### config.mk
export PLATFORM = sky130hd
export DESIGN_NAME = kb_ctrl
export DESIGN_NICKNAME = d
export VERILOG_FILES = /design/src/rtl/kb_pkg.sv /design/src/rtl/ps2_rx.sv /design/src/rtl/kb_ctrl.sv
export SDC_FILE = /design/constraint.sdc
export NUM_CORES = 1
export LEC_CHECK = 0
export CELL_PAD_IN_SITES_DETAIL_PLACEMENT = 2
export CELL_PAD_IN_SITES_GLOBAL_PLACEMENT = 2
export CORE_MARGIN = 5
export CORE_UTILIZATION = 45
export DETAILED_ROUTE_END_ITERATION = 8
export PLACE_DENSITY = 0.93
export RECOVER_POWER = 25
export SYNTH_ARGS = -nofsm -noshare
export SYNTH_HDL_FRONTEND = slang
export SYNTH_SLANG_ARGS = --single-unit
export TNS_END_PERCENT = 10
### constraint.sdc
create_clock -name clk -period 7.85 [get_ports clk]
set_clock_uncertainty 0.1 [all_clocks]
set_input_delay 1.57 -clock clk [delete_from_list [all_inputs] [get_ports clk]]
set_output_delay 1.57 -clock clk [all_outputs]
set_load 0.05 [all_outputs]
### src/rtl/kb_pkg.sv
// Shared definitions for the PS/2 keyboard controller.
//   - Register offsets inside the KB window (byte addresses, word-wide regs)
//   - STATUS register flag bit positions
//   - PS/2 receiver state encoding
package kb_pkg;

    localparam logic [1:0] KB_REG_DATA   = 2'd0;
    localparam logic [1:0] KB_REG_STATUS = 2'd2;

    localparam int KB_ST_OVF  = 15;
    localparam int KB_ST_PERR = 14;

    typedef enum logic [1:0] {
        KB_RX_IDLE   = 2'd0,
        KB_RX_DATA   = 2'd1,
        KB_RX_PARITY = 2'd2,
        KB_RX_STOP   = 2'd3
    } kb_rx_state_e;

endpackage

### src/rtl/ps2_rx.sv
// PS/2 frame receiver.
// Synchronises the raw keyboard clock/data, samples one bit per falling edge
// of the keyboard clock and assembles start/8 data/parity/stop frames.
// Ports:
//   clk, rst_n      system clock, asynchronous active-low reset
//   ps2_clk/ps2_dat raw asynchronous keyboard lines
//   byte_valid      one-cycle pulse: rx_byte holds an accepted scancode
//   rx_byte         assembled data bits (LSB received first)
//   perr_pulse      one-cycle pulse: frame with good stop bit but bad parity
module ps2_rx
    import kb_pkg::*;
#(
    parameter int TIMEOUT_CYCLES = 50000
) (
    input  logic       clk,
    input  logic       rst_n,
    input  logic       ps2_clk,
    input  logic       ps2_dat,
    output logic       byte_valid,
    output logic [7:0] rx_byte,
    output logic       perr_pulse
);

    localparam int TW = (TIMEOUT_CYCLES > 1) ? $clog2(TIMEOUT_CYCLES) : 1;
    localparam logic [TW-1:0] TMO_LAST = TW'(TIMEOUT_CYCLES - 1);

    logic [1:0]   clk_sync, dat_sync;
    logic         clk_prev;
    logic         fall, dat, tmo_hit;
    kb_rx_state_e state, state_nxt;
    logic [2:0]   bit_cnt;
    logic [7:0]   shift;
    logic         par_bit;
    logic [TW-1:0] tmo;

    // Lines idle high, so the synchronisers reset to 1 to avoid a false edge.
    always_ff @(posedge clk or negedge rst_n) begin
        if (!rst_n) begin
            clk_sync <= 2'b11;
            dat_sync <= 2'b11;
            clk_prev <= 1'b1;
        end else begin
            clk_sync <= {clk_sync[0], ps2_clk};
            dat_sync <= {dat_sync[0], ps2_dat};
            clk_prev <= clk_sync[1];
        end
    end

    assign fall    = clk_prev & ~clk_sync[1];
    assign dat     = dat_sync[1];
    // A falling edge in the same cycle keeps the frame alive.
    assign tmo_hit = (state != KB_RX_IDLE) && !fall && (tmo == TMO_LAST);
    assign rx_byte = shift;

    always_comb begin
        state_nxt  = state;
        byte_valid = 1'b0;
        perr_pulse = 1'b0;
        if (tmo_hit) begin
            state_nxt = KB_RX_IDLE;
        end else if (fall) begin
            case (state)
                KB_RX_IDLE:   if (!dat) state_nxt = KB_RX_DATA;
                KB_RX_DATA:   if (bit_cnt == 3'd7) state_nxt = KB_RX_PARITY;
                KB_RX_PARITY: state_nxt = KB_RX_STOP;
                KB_RX_STOP: begin
                    state_nxt = KB_RX_IDLE;
                    // Bad stop bit drops the frame without flagging it.
                    if (dat) begin
                        if (^{shift, par_bit}) byte_valid = 1'b1;
                        else                   perr_pulse = 1'b1;
                    end
                end
                default: state_nxt = KB_RX_IDLE;
            endcase
        end
    end

    always_ff @(posedge clk or negedge rst_n) begin
        if (!rst_n) begin
            state   <= KB_RX_IDLE;
            bit_cnt <= '0;
            shift   <= '0;
            par_bit <= 1'b0;
            tmo     <= '0;
        end else begin
            state <= state_nxt;
            if (fall || state == KB_RX_IDLE || tmo_hit) tmo <= '0;
            else                                        tmo <= tmo + 1'b1;
            if (fall) begin
                case (state)
                    KB_RX_IDLE:   bit_cnt <= '0;
                    KB_RX_DATA: begin
                        shift   <= {dat, shift[7:1]};
                        bit_cnt <= bit_cnt + 3'd1;
                    end
                    KB_RX_PARITY: par_bit <= dat;
                    default: ;
                endcase
            end
        end
    end

endmodule

### src/rtl/kb_ctrl.sv
// Memory-mapped PS/2 keyboard controller.
// Received scancodes are queued in a FIFO and read through two 16-bit regs:
//   offset 0 DATA   (read pops): {valid, 7'b0, code}
//   offset 2 STATUS (read)     : {ovf, perr, 7'b0, count[6:0]}
//            STATUS (write)    : bit15 clears ovf, bit14 clears perr
// Ports:
//   clk, reset_n          system clock, asynchronous active-low reset
//   kb_addr               byte offset; bit 1 selects register
//   kb_ren, kb_wen        one-cycle read / write strobes
//   wdata16               write data
//   kb_rdata              registered read data, held between reads
//   kb_irq                high while the FIFO holds data (registered)
//   PS2_CLK, PS2_DAT      raw keyboard lines
module kb_ctrl
    import kb_pkg::*;
#(
    parameter int FIFO_DEPTH     = 8,
    parameter int TIMEOUT_CYCLES = 50000
) (
    input  logic        clk,
    input  logic        reset_n,
    input  logic [1:0]  kb_addr,
    input  logic        kb_ren,
    input  logic        kb_wen,
    input  logic [15:0] wdata16,
    output logic [15:0] kb_rdata,
    output logic        kb_irq,
    input  logic        PS2_CLK,
    input  logic        PS2_DAT
);

    localparam int AW = $clog2(FIFO_DEPTH);
    localparam logic [AW:0] FULL_CNT = (AW+1)'(FIFO_DEPTH);

    logic          rx_valid, rx_perr;
    logic [7:0]    rx_byte;
    logic [7:0]    fifo_mem [FIFO_DEPTH];
    logic [AW-1:0] rd_ptr, wr_ptr;
    logic [AW:0]   count;
    logic          ovf, perr;
    logic          is_status, pop, push, ovf_set, wr_clr;
    logic [15:0]   status_word, data_word;
    logic          unused_bits;

    ps2_rx #(.TIMEOUT_CYCLES(TIMEOUT_CYCLES)) u_rx (
        .clk        (clk),
        .rst_n      (reset_n),
        .ps2_clk    (PS2_CLK),
        .ps2_dat    (PS2_DAT),
        .byte_valid (rx_valid),
        .rx_byte    (rx_byte),
        .perr_pulse (rx_perr)
    );

    // Bit 0 of the offset is don't-care; bit 1 picks DATA vs STATUS.
    assign is_status   = (kb_addr[1] == KB_REG_STATUS[1]);
    assign pop         = kb_ren && !is_status && (count != '0);
    // A pop in the same cycle frees a slot, so a full FIFO still accepts.
    assign push        = rx_valid && ((count != FULL_CNT) || pop);
    assign ovf_set     = rx_valid && (count == FULL_CNT) && !pop;
    assign wr_clr      = kb_wen && !kb_ren && is_status;
    assign unused_bits = ^{kb_addr[0], wdata16[13:0]};

    always_comb begin
        status_word             = '0;
        status_word[KB_ST_OVF]  = ovf;
        status_word[KB_ST_PERR] = perr;
        status_word[6:0]        = 7'(count);
        data_word = (count != '0) ? {1'b1, 7'b0, fifo_mem[rd_ptr]} : 16'h0000;
    end

    always_ff @(posedge clk) begin
        if (push) fifo_mem[wr_ptr] <= rx_byte;
    end

    always_ff @(posedge clk or negedge reset_n) begin
        if (!reset_n) begin
            rd_ptr   <= '0;
            wr_ptr   <= '0;
            count    <= '0;
            ovf      <= 1'b0;
            perr     <= 1'b0;
            kb_rdata <= '0;
            kb_irq   <= 1'b0;
        end else begin
            if (push) wr_ptr <= wr_ptr + 1'b1;
            if (pop)  rd_ptr <= rd_ptr + 1'b1;
            case ({push, pop})
                2'b10:   count <= count + 1'b1;
                2'b01:   count <= count - 1'b1;
                default: ;
            endcase
            // Set beats a coincident software clear.
            ovf  <= ovf_set | (ovf  & ~(wr_clr & wdata16[KB_ST_OVF]));
            perr <= rx_perr | (perr & ~(wr_clr & wdata16[KB_ST_PERR]));
            if (kb_ren) kb_rdata <= is_status ? status_word : data_word;
            kb_irq <= (count != '0);
        end
    end

endmodule

-- Yosys cells after proc, flatten, opt, wreduce, memory -nomap -nowiden
Memories as Yosys holds them, arrays and structs flattened.
Index checks and enable logic that the tools add are counted.
- register bits: 64
- RAM bits: 64
- input bits: 24
- output and inout bits: 17
- logic and storage cells: 92
- memories kept: 1
- add/sub/neg operators: 6
- equality and inequality tests: 11
- mux-type cells: 22
- bitwise operators: 10
- reductions and logical operators: 27
- memories (memory ; depth ; bits a word ; read ports ; clocked after Yosys merged registers in ; wr ports ; line ; RTL):
    fifo_mem ; 8 ; 8 ; 1 ; 0 ; 1 ; kb_ctrl.sv:37 ; logic [7:0] fifo_mem [FIFO_DEPTH];
- operators by type and width (operator ; count):
    16-bit two-way mux ; 3
    16-bit by 1-bit adder with 16-bit output, second input constant ; 1
    16-bit equality test, second input constant ; 1
    1-bit two-way mux ; 12
    3-bit by 1-bit adder with 3-bit output, second input constant ; 3
    1-bit logical AND ; 9
    9-bit XOR reduction ; 1
    2-bit two-way mux ; 4
    2-bit one-hot mux with 4 select lines ; 1
    4-bit one-hot mux with 2 select lines ; 1
    2-bit nonzero test ; 4
    2-bit equality test, second input constant ; 3
    3-bit one-hot mux with 2 select lines ; 1
    2-bit AND reduction ; 3
    1-bit bitwise AND ; 5
    4-bit by 1-bit adder with 4-bit output, second input constant ; 1
    2-bit by 1-bit equality test with 1-bit output, second input constant ; 2
    4-bit equality test, second input constant ; 1
    1-bit zero test ; 4
    4-bit inequality test, second input constant ; 1
    4-bit nonzero test ; 1
    4-bit by 1-bit subtractor with 4-bit output, second input constant ; 1
    3-bit equality test, second input constant ; 1
    1-bit logical OR ; 3
    other kinds (6) ; 9

-- Logic depth before layout (Yosys ltp)
Gate-level depths: netlist of run 1.
- depth after elaboration: 9
- mapped depth: 12
- mapped depth without buffers: 11

-- Cells and area by module
From an unflattened synthesis of run 1, not the netlist that was laid out.
- cells, all modules: 395
- area total of the unflattened synthesis: 5410.2 um2
- by module, submodules not included (module ; instances ; cells each ; area each (um2) ; sequential area each (um2)):
    kb_ctrl ; 1 ; 254 ; 3697.3 ; 2497.4
    ps2_rx ; 1 ; 141 ; 1712.9 ; 882.1

-- Worst setup path after synthesis of run 1
No wires, ideal clock.
- kind: input port to flip-flop
- from: in kb_addr[1]
- to: reg count[3]
- setup time: 87 ps
- arrival time: 3735 ps
- required time: 7663 ps
- path slack: 3928 ps
- stages: 11
- path buffers: 2
- cell sequence: clkbuf_1 nor2_1 nand2_1 clkbuf_1 or2_2 inv_1 ha_1 a21o_1 a21o_1 or3_1 a211oi_2
- word-level cells in the longest chain between the ends: 7
- elaborated cells between the ends (all ways): 9
- those cells by class: eq/ne: 2; mux: 1; reduce/logical: 6
- RTL lines (what ; line ; RTL):
    start, declared ; kb_ctrl.sv:22 ; input logic [1:0] kb_addr,
    1-bit zero test (*) ; kb_ctrl.sv:57 ; assign pop = kb_ren && !is_status && (count != '0);
    1-bit logical AND (*) (2 in series) ; kb_ctrl.sv:57 ;
    1-bit logical OR ; kb_ctrl.sv:59 ; assign push = rx_valid && ((count != FULL_CNT) || pop);
    1-bit logical AND ; kb_ctrl.sv:59 ;
    2-bit by 1-bit equality test with 1-bit output / 2-bit equality test (equally long branches) ; kb_ctrl.sv:88 ; case ({push, pop})
    4-bit one-hot mux with 2 select lines / 2-bit nonzero test (equally long branches) ; - ;
    end signal, assigned ; kb_ctrl.sv:89 ; 2'b10: count <= count + 1'b1;
    end signal, assigned ; kb_ctrl.sv:90 ; 2'b01: count <= count - 1'b1;
    end, declared ; kb_ctrl.sv:39 ; logic [AW:0] count;
Every way passes the cells marked *; elsewhere a longest branch is shown, timed or not.
A chain may end at the register's enable or synchronous reset.

-- Final worst setup path of run 1
- from: in kb_ren
- to: mem fifo_mem[1][3] (enable)
- word-level cells in the longest chain between the ends: 6
- RTL lines (what ; line ; RTL):
    start, declared ; kb_ctrl.sv:23 ; input logic kb_ren,
    1-bit logical AND (2 in series) ; kb_ctrl.sv:57 ;
    1-bit logical OR ; kb_ctrl.sv:59 ;
    1-bit logical AND ; kb_ctrl.sv:59 ;
    1-bit two-way mux ; kb_ctrl.sv:73 ; if (push) fifo_mem[wr_ptr] <= rx_byte;
    1-bit two-way mux (implied by the code) ; kb_ctrl.sv:73 ;
    end, declared ; kb_ctrl.sv:37 ;
No other way between the ends.

==> flow_metrics.py, run 1 <==
metrics = {
    "global_routing": {
        "antenna_found_initial": 0,
        "grtUsageTotal_pct": 20.5,
        "grt_pass1_wl_um": 21600,
        "grt_max_degree": 59,
        "grt-ovfl-total": 0,
        "grt_pass1_vias": 3686,
    },
    "drt": {
        "viasPerCell": 5.65,
        "final_antenna_net_count": 0,
        "first_pass_iters": 5,
        "first_iter_violations": 155,
        "routedWlPerCell_um": 24.5,
        "remaining_drc_errors": 0,
        "vias": 3097,
        "routed_wl_um": 13400,
    },
    "yosys": {
        "yosysWarnings": 0,
        "ys.flop_type": "edfxtp_1",
        "seq_area_frac_synth_pct": 63.7,
        "synthArstFlopShare_pct": 47.5,
        "synth_seq_cells": 122,
        "synth_area_mm2": 0.00530,
        "synth_edf_count": 64,
        "syn_area_per_cell_um2": 14.7,
        "yosys.cell_types.count": 47,
        "netlist_instances": 361,
    },
    "floorplanning": {
        "io_pins": 41,
        "fp.dieH_um": 119,
        "rows": 39,
        "die_area_mm2": 0.0141,
        "die_x_um": 119,
        "initial_core_util_pct": 46.2,
        "core_area_mm2": 0.0115,
    },
    "placement": {
        "routabilityCongestion": 0.745,
        "place_hpwl_um": 8870,
        "numPortBuffers": 19,
    },
    "power_and_ir_drop": {
        "seqPwrFrac_pct": 41.8,
        "finalPower_uw": 2330,
        "static-leakage-power_uw": 0.00238,
        "switching_share_pct": 33.2,
        "p_clk_share_pct": 31.7,
        "power.switching_uw": 775,
        "p_comb_share_pct": 26.5,
        "cell_internal_pwr_uw": 1560,
        "power-per-cell-area_mw_per_mm2": 377,
        "ir_worst_vdd_mv": 0.326,
    },
    "cts": {
        "clk_root_buffer_cell": "clkbuf_16",
        "cts_hold_buf": 0,
        "clk_pin_slew_ps": 50,
        "clk_latency_ps": 420,
        "cts_made_buffers": 17,
        "cts_setup_buffers": 0,
        "tritoncts": "done",
        "cts_resized": 0,
        "cts.sinks": 122,
        "clockBufferDepth": 2,
        "htreeDepth": 4,
    },
    "timing": {
        "setup_viol": 0,
        "slew_viol_final": 0,
        "worstMarginPinSlew_ps": 1270,
        "min_period_ps": 4970,
        "slew-limit-headroom_pct": 14.9,
        "period_share_pct": 63.3,
        "setup_tns_ps": 0,
        "rsz0062_at_grt": "no",
        "final_hold_viol_count": 0,
        "fmax_ghz": 0.201,
    },
    "setup_path": {
        "cp_data_arrival_time_ps": 4900,
        "reg2reg_from": "u_rx.rx_byte[0]",
        "startpoint": "kb_ren",
        "path_class": "primary input to flop",
        "start_kind": "primary input",
        "crit_fanout": 20,
        "cp.required_ps": 7780,
        "crit_path_end_kind": "flop",
    },
    "run_status": {
        "status": "complete, no violations",
    },
    "cells_and_area": {
        "diodes": 0,
        "area_growth_pct": 16.8,
        "finish.net_count": 429,
        "drive_above_1_share_pct": 18.0,
    },
    "worst_hold_path": {
        "worstHoldStart": "u_rx.clk_sync[0]",
        "hp-class": "flop to flop",
    },
    "flow_run": {
        "maxCapViolations": 0,
    },
}
[placed cells by master (no fill, tap or decap), types with 13 or more instances in the layout]
cell type	count
edfxtp_1	64
nor2_1	36
nand2_1	18
clkdlybuf4s50_1	18
mux2_2	13
mux4_2	16
xnor2_1	16
inv_1	17
dfrtp_1	53
clkbuf_16	17
[final timing paths]
path	end	slack, ps	depth (start not counted)
max in group asynchronous	u_rx.rx_byte[1]	5900	2
hold / removal	u_rx.clk_sync[1]	260	0
hold reg to reg	u_rx.clk_sync[1]	260	0
min in group asynchronous	kb_rdata[6]	1200	2
setup reg to reg	fifo_mem[1][3]	4150	5
setup / recovery	fifo_mem[1][3]	2880	6
[registers in the layout (all words and copies together) (netlist names)]
name,flops
u_rx.rx_byte,8
count,4
u_rx.clk_sync,2
perr,1
kb_rdata,10
ovf,1
u_rx.state,2
u_rx.clk_prev,1
fifo_mem,64
u_rx.par_bit,1
u_rx.tmo,16
u_rx.dat_sync,2
rd_ptr,3
u_rx.bit_cnt,3
wr_ptr,3
kb_irq,1
[synth_stat cells (5+ instances only)]
cell	instances	area, um2
a21oi_1	9	45.0
buf_4	6	45.0
clkbuf_1	8	30.0
dfrtp_1	53	1330
dfstp_2	5	131
edfxtp_1	64	1920
ha_1	12	150
inv_1	17	63.8
mux2_2	13	146
mux2i_1	10	100
mux4_2	16	360
nand2_1	18	67.6
nand3_1	5	25.0
nand4_1	6	37.5
nor2_1	36	135
nor3_1	5	25.0
o21ai_0	5	25.0
xnor2_1	16	140
xor2_1	8	70.1
[area by class of cell]
| type | instances | area [um2] |
|---|---|---|
| clock buffer | 21 | 450 |
| clock inverter | 11 | 103 |
| fill | 1031 | 5280 |
| inverter | 17 | 63.8 |
| multi-input combinational | 210 | 1790 |
| sequential | 122 | 3380 |
| tap | 143 | 179 |
| timing repair buffer | 24 | 223 |
[through the flow]
step	worst slack (ps)	area (um2)	std cells	hold WS [ps]	utilization (%)
after floorplan	3930	5320	366	245	-
after global placement	2910	5630	515	247	49.1
after detailed placement	2570	5630	515	247	49.1
after CTS	2840	6180	547	261	53.9
after global routing	2700	6190	548	267	54.0
final	2880	6190	548	265	54.0
[worst max-delay path, stage by stage]
cell             delay, ps
clkdlybuf4s50_1        950
nand2b_1               260
a311oi_1               620
mux2_2                 360
nand2_1                140
nor3_1                 990
[kinds of logic after synthesis]
kind of cell | synth area share [%]
AO/OA/AOI/OAI | 3.78
other | 0.0707
adder cells (fa/ha/maj) | 3.21
XOR/XNOR | 5.29
buffers and inverters | 2.88
flip-flops | 63.7
multiplexers | 12.6
AND/OR/NAND/NOR | 8.45
[routing by layer]
metal / wire length [um] / vias up / track usage, %
li1: - / 1377 / -
met1: 5420 / 1639 / 23.0
met2: 7290 / 57 / 36.2
met3: 352 / 24 / 5.11
met4: 378 / 0 / 10.2
met5: 0 / - / 0
[power groups by stage]
| stage | logic (uW) | registers (uW) | clock network, uW |
|---|---|---|---|
| after floorplan | 448 | 940 | 0 |
| after global routing | 667 | 994 | 790 |
| after CTS | 623 | 978 | 752 |
| after detailed placement | 613 | 991 | 0 |
| after global placement | 560 | 958 | 0 |
| final | 618 | 976 | 740 |
Note: power is estimated with default switching activity, not from simulation.
==> run 2: changes to the inputs <==
--- a/config.mk
+++ b/config.mk
@@ -8,9 +8,9 @@
 export CELL_PAD_IN_SITES_DETAIL_PLACEMENT = 2
 export CELL_PAD_IN_SITES_GLOBAL_PLACEMENT = 2
 export CORE_MARGIN = 5
-export CORE_UTILIZATION = 45
+export CORE_UTILIZATION = 42
 export DETAILED_ROUTE_END_ITERATION = 8
-export PLACE_DENSITY = 0.93
+export PLACE_DENSITY = 0.88
 export RECOVER_POWER = 25
 export SYNTH_ARGS = -nofsm -noshare
 export SYNTH_HDL_FRONTEND = slang
==> constraint.sdc (replaced) <==
create_clock -name clk -period 4.9 [get_ports clk]
set_clock_uncertainty 0.1 [all_clocks]
set_input_delay 0.98 -clock clk [delete_from_list [all_inputs] [get_ports clk]]
set_output_delay 0.98 -clock clk [all_outputs]
set_load 0.05 [all_outputs]
==> run 2 against run 1 <==
Net effect:
- routed wire length down 3.0%
- register-to-register slack worse by 2800 ps
- sequential share of layout area down 0.60 points
- combinational power up 60%
- worst hold slack worse by 7.2 ps
- core utilization down 4.0 points
- setup slack worse by 1700 ps
- non-clock buffer count up 4
- power up 60%
- critical endpoint is now count[3]
==> flow_metrics.py, run 2 (same netlist as run 1, synthesis figures left out) <==
metrics = {
    "floorplanning": {
        "io_pins": 41,
        "initial_core_util_pct": 42.4,
        "rows": 41,
        "die_area_mm2": 0.0150,
        "die_x_um": 122,
        "fp.dieH_um": 122,
        "core_area_mm2": 0.0125,
    },
    "cts": {
        "clk_pin_slew_ps": 50,
        "cts.sinks": 122,
        "cts_hold_buf": 0,
        "clk_root_buffer_cell": "clkbuf_16",
        "cts_made_buffers": 17,
        "tritoncts": "done",
        "cts_setup_buffers": 0,
        "htreeDepth": 4,
        "clockBufferDepth": 2,
        "clk_latency_ps": 420,
        "cts_resized": 0,
    },
    "setup_path": {
        "crit_path_end_kind": "flop",
        "crit_slowest_cell": "clkdlybuf4s50_1",
        "crit_chain": "clkdlybuf4s50_1 > nor2_1 > nand2_1 > buf_4 > or2_2 > inv_1 > ha_1 > a21o_1 > a21o_1 > or3_1 > a211oi_2",
        "critical_path_buf_inv_count": 3,
        "cpMostUsedCell": "a21o_1",
        "path_class": "primary input to flop",
        "crit_family": "simple AND/OR/NAND/NOR gates",
        "cp.required_ps": 5130,
        "crit_fanout": 12,
        "start_kind": "primary input",
        "cp_data_arrival_time_ps": 3960,
        "slowest_delay_ps": 620,
    },
    "timing": {
        "final_hold_viol_count": 0,
        "min_period_ps": 3730,
        "worstMarginPinSlew_ps": 1110,
        "slew-limit-headroom_pct": 26.0,
        "rsz0062_at_grt": "no",
        "period_share_pct": 76.2,
        "fmax_ghz": 0.268,
        "slew_viol_final": 0,
        "setup_viol": 0,
        "setup_tns_ps": 0,
    },
    "placement": {
        "place_hpwl_um": 8520,
        "routabilityCongestion": 0.743,
        "numPortBuffers": 19,
    },
    "power_and_ir_drop": {
        "ir_worst_vdd_mv": 0.271,
        "power-per-cell-area_mw_per_mm2": 597,
        "static-leakage-power_uw": 0.00240,
    },
    "cells_and_area": {
        "top_regs": "fifo_mem (64), u_rx.tmo (16), kb_rdata (10)",
        "diodes": 0,
        "final_common_cell": "edfxtp_1",
        "layout_common_cells": "64 x edfxtp_1, 53 x dfrtp_1, 36 x nor2_1",
        "drive_above_1_share_pct": 18.6,
        "regMostFlops": "fifo_mem",
        "area_growth_pct": 18.1,
        "utilization_pct": 50.0,
        "finish.net_count": 433,
        "fillers": 1184,
        "largest_register_ffs": 64,
    },
    "drt": {
        "vias": 3074,
        "final_antenna_net_count": 0,
        "first_iter_violations": 210,
        "viasPerCell": 5.29,
        "routed_wl_um": 13000,
        "routedWlPerCell_um": 22.4,
        "first_pass_iters": 4,
        "remaining_drc_errors": 0,
    },
    "flow_run": {
        "maxCapViolations": 0,
    },
    "global_routing": {
        "grt-ovfl-total": 0,
        "grt_max_degree": 59,
        "antenna_found_initial": 0,
        "grt_pass1_vias": 3601,
        "grt_pass1_wl_um": 21400,
        "grtUsageTotal_pct": 19.8,
    },
    "worst_hold_path": {
        "hp-class": "flop to flop",
    },
    "run_status": {
        "status": "complete, no violations",
    },
}
[run 2: path summary, 6_finish.rpt]
kind | slack, ps | cells past startpoint | to | from
max | 1170 | 11 | count[3] | kb_addr[1]
min | 260 | 0 | u_rx.dat_sync[1] | u_rx.dat_sync[0]
max reg2reg | 1360 | 10 | count[3] | u_rx.rx_byte[4]
min reg2reg | 260 | 0 | u_rx.dat_sync[1] | u_rx.dat_sync[0]
max in group asynchronous | 3550 | 2 | u_rx.rx_byte[7] | reset_n
min in group asynchronous | 600 | 2 | kb_rdata[4] | reset_n
[run 2: per-stage QoR]
| step | power (uW) | setup WS, ps | hold WS, ps | instances | cell area (um2) |
|---|---|---|---|---|---|
| 4_1_cts | 3780 | 1120 | 256 | 581 | 6260 |
| 6_report | 3740 | 1170 | 258 | 581 | 6260 |
| 3_3_place_gp | 2440 | 1040 | 247 | 549 | 5700 |
| 5_1_grt | 3930 | 1000 | 262 | 581 | 6260 |
| 2_1_floorplan | 2220 | 1570 | 245 | 366 | 5320 |
| 3_5_place_dp | 2550 | 775 | 248 | 549 | 5700 |
[run 2: final cells by class]
class                      count  area, um2  area share, %
multi-input combinational    210       1790           28.6
clock buffer                  29        520           8.32
inverter                      17       63.8           1.02
timing repair buffer          28        253           4.04
clock inverter                 3       40.0          0.640
tap                          172        215           3.44
sequential                   122       3380           54.0
[run 2: report_power, final]
group,internal [uW],total (uW),switching (uW)
logic,486,986,500
clock network,763,1190,430
registers,1260,1560,295
total,2510,3740,1230
[run 2: routing by layer]
layer	global-route usage [%]	up-vias	routed length (um)
met5	0	-	0
met4	7.70	0	266
met3	5.16	20	374
met2	35.8	58	7230
met1	22.2	1616	5170
li1	-	1380	-
==> run 3: changes to the inputs <==
--- a/config.mk
+++ b/config.mk
@@ -8,9 +8,9 @@
 export CELL_PAD_IN_SITES_DETAIL_PLACEMENT = 2
 export CELL_PAD_IN_SITES_GLOBAL_PLACEMENT = 2
 export CORE_MARGIN = 5
-export CORE_UTILIZATION = 42
+export CORE_UTILIZATION = 38
 export DETAILED_ROUTE_END_ITERATION = 8
-export PLACE_DENSITY = 0.88
+export PLACE_DENSITY = 0.85
 export RECOVER_POWER = 25
 export SYNTH_ARGS = -nofsm -noshare
 export SYNTH_HDL_FRONTEND = slang
==> constraint.sdc (replaced) <==
create_clock -name clk -period 3.4 [get_ports clk]
set_clock_uncertainty 0.1 [all_clocks]
set_input_delay 0.68 -clock clk [delete_from_list [all_inputs] [get_ports clk]]
set_output_delay 0.68 -clock clk [all_outputs]
set_load 0.05 [all_outputs]
==> run 3 against run 2 <==
Net effect:
- setup slack worse by 990 ps
- worst hold slack better by 3.8 ps
- register-to-register slack worse by 1200 ps
- via count is 0.81% higher
- sequential share of layout area is 1.0 points lower
- core utilization is 3.6 points lower
- the run now ends with capacitance limit, slew limit left
- clock power is 56% higher
- sequential cell count stayed put
==> flow_metrics.py, run 3 (same netlist as run 1, synthesis figures left out) <==
metrics = {
    "setup_path": {
        "critical_path_buf_inv_count": 1,
        "crit_fanout": 5,
        "crit_family": "XOR/XNOR gates",
        "cp_data_arrival_time_ps": 3460,
        "reg2reg_depth": 10,
        "path_class": "flop to flop",
        "reg2reg_from": "u_rx.rx_byte[1]",
        "cpMostUsedCell": "a21o_1",
        "crit_path_end_kind": "flop",
        "crit_slowest_cell": "xnor3_2",
        "start_kind": "flop",
        "r2r_slack_ps": 180,
        "r2r_end": "count[3]",
        "cp.required_ps": 3640,
        "crit_chain": "xor2_1 > xnor3_2 > mux2_4 > or2_2 > inv_1 > ha_1 > a21o_1 > a21o_1 > or3_1 > a211oi_2",
        "slowest_delay_ps": 560,
    },
    "worst_hold_path": {
        "worstHoldStart": "u_rx.dat_sync[0]",
        "whs_path_depth": 0,
        "hp-class": "flop to flop",
        "min_to": "u_rx.dat_sync[1]",
    },
    "cells_and_area": {
        "layout_common_cells": "64 x edfxtp_1, 51 x dfrtp_1, 36 x nor2_1",
        "instances_no_fill": 601,
        "diodes": 0,
        "top_regs": "fifo_mem (64), u_rx.tmo (16), kb_rdata (10)",
        "final_common_cell": "edfxtp_1",
        "largest_register_ffs": 64,
        "multi_input_area_mm2": 0.00179,
        "fillers": 1338,
        "regMostFlops": "fifo_mem",
        "drive_above_1_share_pct": 20.4,
        "finish.net_count": 445,
        "seq_area_mm2": 0.00338,
        "area_growth_pct": 20.5,
    },
    "global_routing": {
        "antenna_found_initial": 0,
        "grt-ovfl-total": 0,
        "grt_pass1_wl_um": 21200,
        "grtUsageTotal_pct": 17.5,
        "grt_max_degree": 31,
        "grt_pass1_vias": 3663,
    },
    "drt": {
        "wl_met3_um": 369,
        "viasPerCell": 5.16,
        "route.layer.met1.wl_um": 5320,
        "routed_wl_um": 12900,
        "vias": 3099,
        "final_antenna_net_count": 0,
        "remaining_drc_errors": 0,
        "wl_met2_um": 6950,
        "first_pass_iters": 4,
        "top_layer": "met4",
        "first_iter_violations": 127,
        "routedWlPerCell_um": 21.5,
    },
    "placement": {
        "numPortBuffers": 19,
        "place_hpwl_um": 8700,
        "routabilityCongestion": 0.762,
        "place_inst": 569,
    },
    "floorplanning": {
        "core_area_mm2": 0.0138,
        "initial_core_util_pct": 38.5,
        "fp.dieH_um": 128,
        "rows": 43,
        "io_pins": 41,
        "die_x_um": 128,
        "die_area_mm2": 0.0164,
    },
    "power_and_ir_drop": {
        "ir_worst_vdd_mv": 0.372,
        "p_comb_share_pct": 27.1,
        "static-leakage-power_uw": 0.00247,
        "power.switching_uw": 1760,
        "power-per-cell-area_mw_per_mm2": 866,
        "seqPwrFrac_pct": 39.3,
        "p_clk_share_pct": 33.6,
        "switching_share_pct": 31.7,
        "finalPower_uw": 5530,
        "cell_internal_pwr_uw": 3780,
    },
    "cts": {
        "cts_resized": 0,
        "clockBufferDepth": 2,
        "cts.sinks": 122,
        "clk_root_buffer_cell": "clkbuf_16",
        "tritoncts": "done",
        "clk_pin_slew_ps": 50,
        "cts_made_buffers": 17,
        "htreeDepth": 4,
        "cts_hold_buf": 0,
        "clk_latency_ps": 420,
        "cts_setup_buffers": 0,
    },
    "run_status": {
        "violations": "capacitance limit, slew limit",
        "status": "finished, violations left",
    },
    "timing": {
        "setup_viol": 0,
        "period_share_pct": 94.7,
        "min_period_ps": 3220,
        "rsz0062_at_grt": "no",
        "final_hold_viol_count": 0,
        "slew_viol_final": 31,
        "slew-limit-headroom_pct": -18.0,
        "setup_tns_ps": 0,
        "fmax_ghz": 0.311,
        "worstMarginPinSlew_ps": 1770,
    },
    "flow_run": {
        "maxCapViolations": 1,
    },
}
[run 3: changes by cell type in the layout (fill, tap and decap cells not counted), moves of 2 or more]
cell,previous run,this run
buf_4,9,17
clkbuf_8,5,1
clkinv_2,2,4
dfrtp_1,53,51
dfrtp_2,0,2
clkdlybuf4s50_1,18,16
dlygate4sd3_1,0,2
bufinv_16,1,4
clkinv_1,0,3
[run 3: worst max-delay path by stage]
| stage | from | endpoint | slack [ps] | cells after the start |
|---|---|---|---|---|
| 6_report | u_rx.rx_byte[1] | count[3] | 180 | 10 |
| 4_1_cts | u_rx.rx_byte[3] | count[3] | 80 | 10 |
| 3_3_place_gp | u_rx.rx_byte[1] | count[3] | 310 | 10 |
| 3_5_place_dp | u_rx.rx_byte[3] | count[3] | 90 | 10 |
| 5_1_grt | u_rx.rx_byte[5] | count[3] | 20 | 10 |
| 2_1_floorplan | u_rx.rx_byte[1] | count[3] | 350 | 10 |
[run 3: power groups by stage]
| stage | Clock, uW | Combinational, uW | Sequential (uW) |
|---|---|---|---|
| 2_1_floorplan | 0 | 1030 | 2170 |
| 3_3_place_gp | 0 | 1400 | 2160 |
| 3_5_place_dp | 0 | 1530 | 2210 |
| 4_1_cts | 1900 | 1550 | 2190 |
| 5_1_grt | 1980 | 1620 | 2230 |
| 6_report | 1860 | 1500 | 2170 |
[run 3: routing by layer]
layer | vias to the layer above | track usage, %
li1 | 1405 | -
met1 | 1630 | 20.1
met2 | 44 | 31.1
met3 | 20 | 4.83
met4 | 0 | 6.55
met5 | - | 0
[run 3: metrics by stage]
| step | instance area (um2) | utilization [%] | setup slack, ps | hold WS, ps |
|---|---|---|---|---|
| after global placement | 5800 | 42.1 | 306 | 251 |
| after global routing | 6390 | 46.4 | 24.5 | 265 |
| after CTS | 6400 | 46.5 | 83.0 | 226 |
| after detailed placement | 5800 | 42.1 | 88.2 | 252 |
| final | 6390 | 46.4 | 180 | 261 |
| after floorplan | 5320 | - | 347 | 245 |
[run 3: cell type report]
type | count | share of cell area (%)
Sequential cell | 122 | 52.9
Multi-Input combinational cell | 210 | 28.0
Clock buffer | 21 | 7.05
Timing Repair Buffer | 40 | 5.11
Tap cell | 180 | 3.53
Clock inverter | 11 | 2.37
Inverter | 17 | 0.999
